[config.mk]
export PLATFORM = sky130hd
export DESIGN_NAME = dct_transpose
export DESIGN_NICKNAME = d
export VERILOG_FILES = /design/src/rtl/dct_transpose.sv
export SDC_FILE = /design/constraint.sdc
export NUM_CORES = 1
export LEC_CHECK = 0
export CAP_MARGIN = 25
export CORE_ASPECT_RATIO = 1.1
export CORE_UTILIZATION = 51
export CTS_BUF_LIST = sky130_fd_sc_hd__clkbuf_8
export DETAILED_ROUTE_END_ITERATION = 10
export PLACE_DENSITY = 0.63
export REMOVE_ABC_BUFFERS = 1
export SYNTH_ARGS = -nofsm -noshare
export SYNTH_HDL_FRONTEND = slang
export SYNTH_SLANG_ARGS = --single-unit
[constraint.sdc]
create_clock -name clk -period 4.9 [get_ports clk]
set_input_delay 0.98 -clock clk [delete_from_list [all_inputs] [get_ports clk]]
set_output_delay 0.98 -clock clk [all_outputs]
set_load 0.02 [all_outputs]
[src/rtl/dct_transpose.sv]
// Transpose buffer between the row and column 1-D DCT passes: coefficients enter row-major and leave column-major.
// Define DCT_TRANSPOSE_PINGPONG_EN for two banks (fill one while draining the other); otherwise one bank.
module dct_transpose #(
  parameter int WIDTH = 12,
  parameter int N     = 8
) (
  input  logic                    clk,
  input  logic                    rst,
  input  logic                    ena_in,
  input  logic signed [WIDTH-1:0] a_in,
  output logic                    rdy_out,
  output logic                    ena_out,
  output logic signed [WIDTH-1:0] S_out,
  input  logic                    rdy_in
);

`ifdef DCT_TRANSPOSE_PINGPONG_EN
  localparam int NB = 2;
`else
  localparam int NB = 1;
`endif
  localparam int CW = (N > 1) ? $clog2(N) : 1;
  localparam int PW = 2 * CW;

  typedef enum logic [1:0] {
    EMPTY    = 2'd0,
    FILLING  = 2'd1,
    FULL     = 2'd2,
    DRAINING = 2'd3
  } bank_st_e;

  bank_st_e bank_st_q [NB];
  bank_st_e bank_st_d [NB];

  // Write position packs {row,col} and read position packs {col,row}; since N is a power
  // of two, a plain increment of each gives the col-fastest / row-fastest wrap order.
  logic [PW-1:0] wr_pos_q, wr_pos_d;
  logic [PW-1:0] rd_pos_q, rd_pos_d;
  logic          wsel_q, wsel_d;
  logic          rsel_q, rsel_d;

  logic signed [WIDTH-1:0] mem_q [NB][N*N];

  logic          wr_xfer, rd_xfer;
  logic          wr_last, rd_last;
  logic [PW-1:0] rd_idx;

  always_comb begin
    rdy_out = (bank_st_q[wsel_q] == EMPTY) || (bank_st_q[wsel_q] == FILLING);
    ena_out = (bank_st_q[rsel_q] == FULL)  || (bank_st_q[rsel_q] == DRAINING);
    rd_idx  = {rd_pos_q[CW-1:0], rd_pos_q[PW-1:CW]};
    S_out   = ena_out ? mem_q[rsel_q][rd_idx] : '0;
  end

  always_comb begin
    wr_xfer  = ena_in && rdy_out;
    rd_xfer  = ena_out && rdy_in;
    wr_last  = wr_xfer && (wr_pos_q == '1);
    rd_last  = rd_xfer && (rd_pos_q == '1);
    wr_pos_d = wr_xfer ? wr_pos_q + 1'b1 : wr_pos_q;
    rd_pos_d = rd_xfer ? rd_pos_q + 1'b1 : rd_pos_q;
    wsel_d   = wsel_q;
    rsel_d   = rsel_q;
    if (wr_last) wsel_d = (NB == 2) ? ~wsel_q : 1'b0;
    if (rd_last) rsel_d = (NB == 2) ? ~rsel_q : 1'b0;
    // Writer and reader never target the same bank in one cycle (their states are disjoint),
    // so a final write and a final read on different banks both take effect.
    for (int unsigned b = 0; b < NB; b++) begin
      bank_st_d[b] = bank_st_q[b];
      if (wr_xfer && (wsel_q == 1'(b))) bank_st_d[b] = wr_last ? FULL : FILLING;
      if (rd_xfer && (rsel_q == 1'(b))) bank_st_d[b] = rd_last ? EMPTY : DRAINING;
    end
  end

  always_ff @(posedge clk) begin
    if (rst) begin
      for (int unsigned b = 0; b < NB; b++) bank_st_q[b] <= EMPTY;
      wr_pos_q <= '0;
      rd_pos_q <= '0;
      wsel_q   <= 1'b0;
      rsel_q   <= 1'b0;
    end else begin
      for (int unsigned b = 0; b < NB; b++) bank_st_q[b] <= bank_st_d[b];
      wr_pos_q <= wr_pos_d;
      rd_pos_q <= rd_pos_d;
      wsel_q   <= wsel_d;
      rsel_q   <= rsel_d;
    end
  end

  always_ff @(posedge clk) begin
    if (!rst && wr_xfer) mem_q[wsel_q][wr_pos_q] <= a_in;
  end

endmodule

==> summary.md <==
| Metric | Value |
|---|---|
| Status | `completed` |
| CP max stage delay | `roughly 0.56 ns` |
| Max Cap Viol | `0` |
| Drt total wl | `67.2 mm` |
| CTS root buffer | `clkbuf_8` |
| Worst r2r path cells | `7` |
| Synth cell types | `roughly 40` |
| DRC Markers | `0` |
| Critical-path top delay cell | `mux4_2` |
| Top_reg_cell synth | `edfxtp_1` |
| Post-layout instance area | `around 34000 um2` |
| Largest family of logic cells by synthesized area | `multiplexers` |
| Post-synthesis average cell area | `21.3 um2` |
| WP buf/inv | `3` |
| Drt first pass iters | `5` |
| Antenna violations before repair | `2` |
| DR iter-0 viols | `around 1.1k` |
| Endpoint class of the critical path | `primary output` |
| Minimum clock period | `roughly 4.8 ns` |
| Clock Pin Slew Worst Setup and Hold Paths | `approximately 0.07 ns` |
| Sequential cell area fraction in the yosys report | `between 70% and 80%` |
| FF+latch count, synth | `781` |
| Cell Chain, Critical Path | `buf_16, mux4_2, a22oi_1, a21oi_1, a211oi_2, buf_4, a21oi_1, clkdlybuf4s50_1` |
| Worst-path fanout max | `42` |
| Critical Path AT | `between 3 and 4 ns` |
| Fmax | `206 MHz` |
| Die H | `approximately 260 um` |
| IO Port Bufs | `29` |
| Synth Area in Adders | `less than 1%` |
| Nets | `1615` |
| Boundary pin count | `30` |
| CTS tree | `done` |
| Fill count | `~4.3k` |
| Mapped Area | `30200 um2` |
| Fraction of the mapped netlist area in compound gates | `about 3.3%` |
| Vias per std cell | `~6` |
| Worst-skew pair later-pin latency | `between 0.7 and 0.8 ns` |
| Simple-Gate Fraction of Synth Area | `2.22%` |
| CP Launch Type | `register` |
| Setup TNS | `0 ns` |
| Remaining Overflow, GRT | `0` |
| CP required | `~3.9 ns` |
| HP Class | `reg2reg` |
| Worst-margin pin slew | `about 0.84 ns` |
| Crit path kind | `reg2out` |
| VDD IR max | `about 0.23 mV` |
| Vias in the first global route | `roughly 15k` |
| Share of layout cells above drive strength 1 | `between 20 and 30%` |
| CTS sink cnt | `around 780` |
| Combinational power share | `1.4%` |
| Core ar. | `a little under 60000 um2` |
| Switch share | `20.9%` |
| Row cnt | `just over 90` |
| Async SR Flop Fraction | `0%` |
| Largest net degree at the start of global routing | `around 70` |
| Area of placed instances | `approximately 32000 um2` |
| Hold buffers post-CTS | `0` |
| Post-synth top cells | `768 x edfxtp_1, 168 x mux4_2, 91 x nor2_1` |
| Fin. Hold Viols | `0` |
| Critical path's top delay family | `buffers and inverters` |
| Initial core utilization | `51.7%` |
| Clock power frac | `39.9%` |
| Post-route ant nets | `0` |
| R2r startpoint | `bank_st_q[0][1]$_SDFFE_PP0P_` |
| TritonCTS buffer count | `120` |
| Hold path startpoint | `wr_pos_q[3]$_SDFFE_PP0P_` |
| Cell with the most instances after synthesis | `edfxtp_1` |
| Post-Synth XOR/XNOR Area | `0.232%` |
| Wire per inst | `about 27 um` |
| Layout area overhead | `13.0%` |
| Hold EP | `wr_pos_q[3]$_SDFFE_PP0P_` |
| Final HPWL DP | `39.6 mm` |
| First-pass GRT wire length | `approximately 100 mm` |
| Reg2Reg Setup Slack | `roughly 2.3 ns` |
| Gate Count Post-Synth | `between 1k and 1.5k` |
| Yosys top cell area share | `between 70% and 80%` |
| Worst Hold Depth | `2` |
| Sequential share of power | `about three fifths` |
| Net switching power | `about 2.6 mW` |
| Clock skew | `0.0228 ns` |
| Int Power | `9.90 mW` |
| Crit share post-route | `98.9%` |
| PD cells | `between 300 and 400 nW/um2` |
| Slew Viols, Final | `0` |
| Worst reg2reg endpoint | `mem_q[0][392]$_DFFE_PP_` |
| Vias | `~15k` |
| Die footprint | `approximately 60000 um2` |
| EDFF count, synth | `around 770` |
| Pleak | `about 11 nW` |
| YS warnings | `0` |
| Die Wd | `~230 um` |
| Synth top area cells | `edfxtp_1 76%, mux4_2 13%, mux2_2 2.0%` |
| Number of setup buffers added after CTS | `0` |
| Slew headroom | `around 44%` |
| GR Util All Layers | `~23%` |
| Setup violations, final | `0` |
| Clock buffer depth | `3` |
| # H-tree levels | `3` |
| Synth area leader | `edfxtp_1` |
| Multiplexer area fraction after synthesis | `between 10% and 20%` |
| Most frequent CP cell | `a21oi_1` |
| Final Wtd Congestion | `around 0.83` |
## sequential cells by signal (all words and copies together), names as in the netlist
register,flops
mem_q,768
rd_pos_q,6
wr_pos_q,6
bank_st_q,1
## power groups by stage
stage	Combinational, mW	Sequential, mW	Clock [mW]
floorplan	0.0282	7.49	0
global placement	0.163	7.49	0
detailed placement	0.179	7.49	0
CTS	0.179	7.35	5.11
global route	0.190	7.35	5.40
finish	0.176	7.35	5.00
## kinds of logic after synthesis
family | after synthesis
buf+inv | 85
xor+xnor | 8
compound gates | 148
flops | 781
fa+ha+maj | 2
mux | 242
simple gates | 156
## cell type report
| type | instances | area [um2] | area share (%) |
|---|---|---|---|
| sequential | 781 | 23300 | 68.3 |
| multi-input combinational | 556 | 6440 | 18.9 |
| clock buffer | 121 | 1670 | 4.87 |
| timing repair buffer | 134 | 1180 | 3.46 |
| tap | 760 | 951 | 2.78 |
| clock inverter | 102 | 572 | 1.67 |
| inverter | 4 | 15.0 | 0.0439 |
| antenna | 1 | 2.50 | 0.00732 |
## repair_timing
item                                    CTS  global route
pin swaps                                 0             1
gates resized for setup                   6             2
endpoints found under the hold margin     0             0
endpoints found under the setup margin    5             1
## per-stage QoR
step / utilization [%] / worst slack (ns) / power [mW] / hold slack [ns] / std cells
global placement: 54.3 / 0.597 / 7.65 / 0.515 / 2231
detailed placement: 54.5 / 0.589 / 7.67 / 0.537 / 2235
floorplan: - / -3.95 / 7.52 / 0.487 / 1341
finish: 58.4 / 0.0518 / 12.5 / 0.541 / 2459
global route: 58.4 / -0.00364 / 12.9 / 0.596 / 2459
CTS: 58.3 / 0.0271 / 12.6 / 0.538 / 2458
## per-layer routing
| metal | GRT usage (%) | part of all wire (%) |
|---|---|---|
| met5 | 0 | 0.019 |
| met1 | 32.9 | 43 |
| met4 | 8.64 | 2.9 |
| met2 | 36.4 | 49 |
| met3 | 3.36 | 5.1 |
## cell usage in the layout (no fill, tap or decap), drive strengths merged, types with 12 or more instances in the layout
cell type	instances
a211o	12
a21oi	30
a22oi	24
buf	117
clkbuf	121
clkdlybuf4s50	17
clkinv	62
dfxtp	13
edfxtp	768
inv	38
mux2	55
mux2i	15
mux4	172
nand2	32
nor2	91
o21ai	15
o22ai	42
## how the worst max path moves through the flow
stage / startpoint / to / slack (ns) / cells after the start
after floorplan: rd_pos_q[4]$_SDFFE_PP0P_ / S_out[0] / -3.95 / 4
after global placement: rd_pos_q[3]$_SDFFE_PP0P_ / S_out[11] / 0.60 / 8
after detailed placement: rd_pos_q[3]$_SDFFE_PP0P_ / S_out[11] / 0.59 / 8
after CTS: rd_pos_q[4]$_SDFFE_PP0P_ / S_out[9] / 0.03 / 8
after global routing: rd_pos_q[3]$_SDFFE_PP0P_ / S_out[9] / -0.004 / 8
final: rd_pos_q[3]$_SDFFE_PP0P_ / S_out[9] / 0.05 / 8
## worst register-to-register path: cells and delay by family (launching register included)
family / cells / cell delay, ns
DFF: 1 / 0.31
buffers and inverters: 2 / 0.49
and+or+nand+nor: 5 / 1.55
Power figures use the tool's default switching activity.
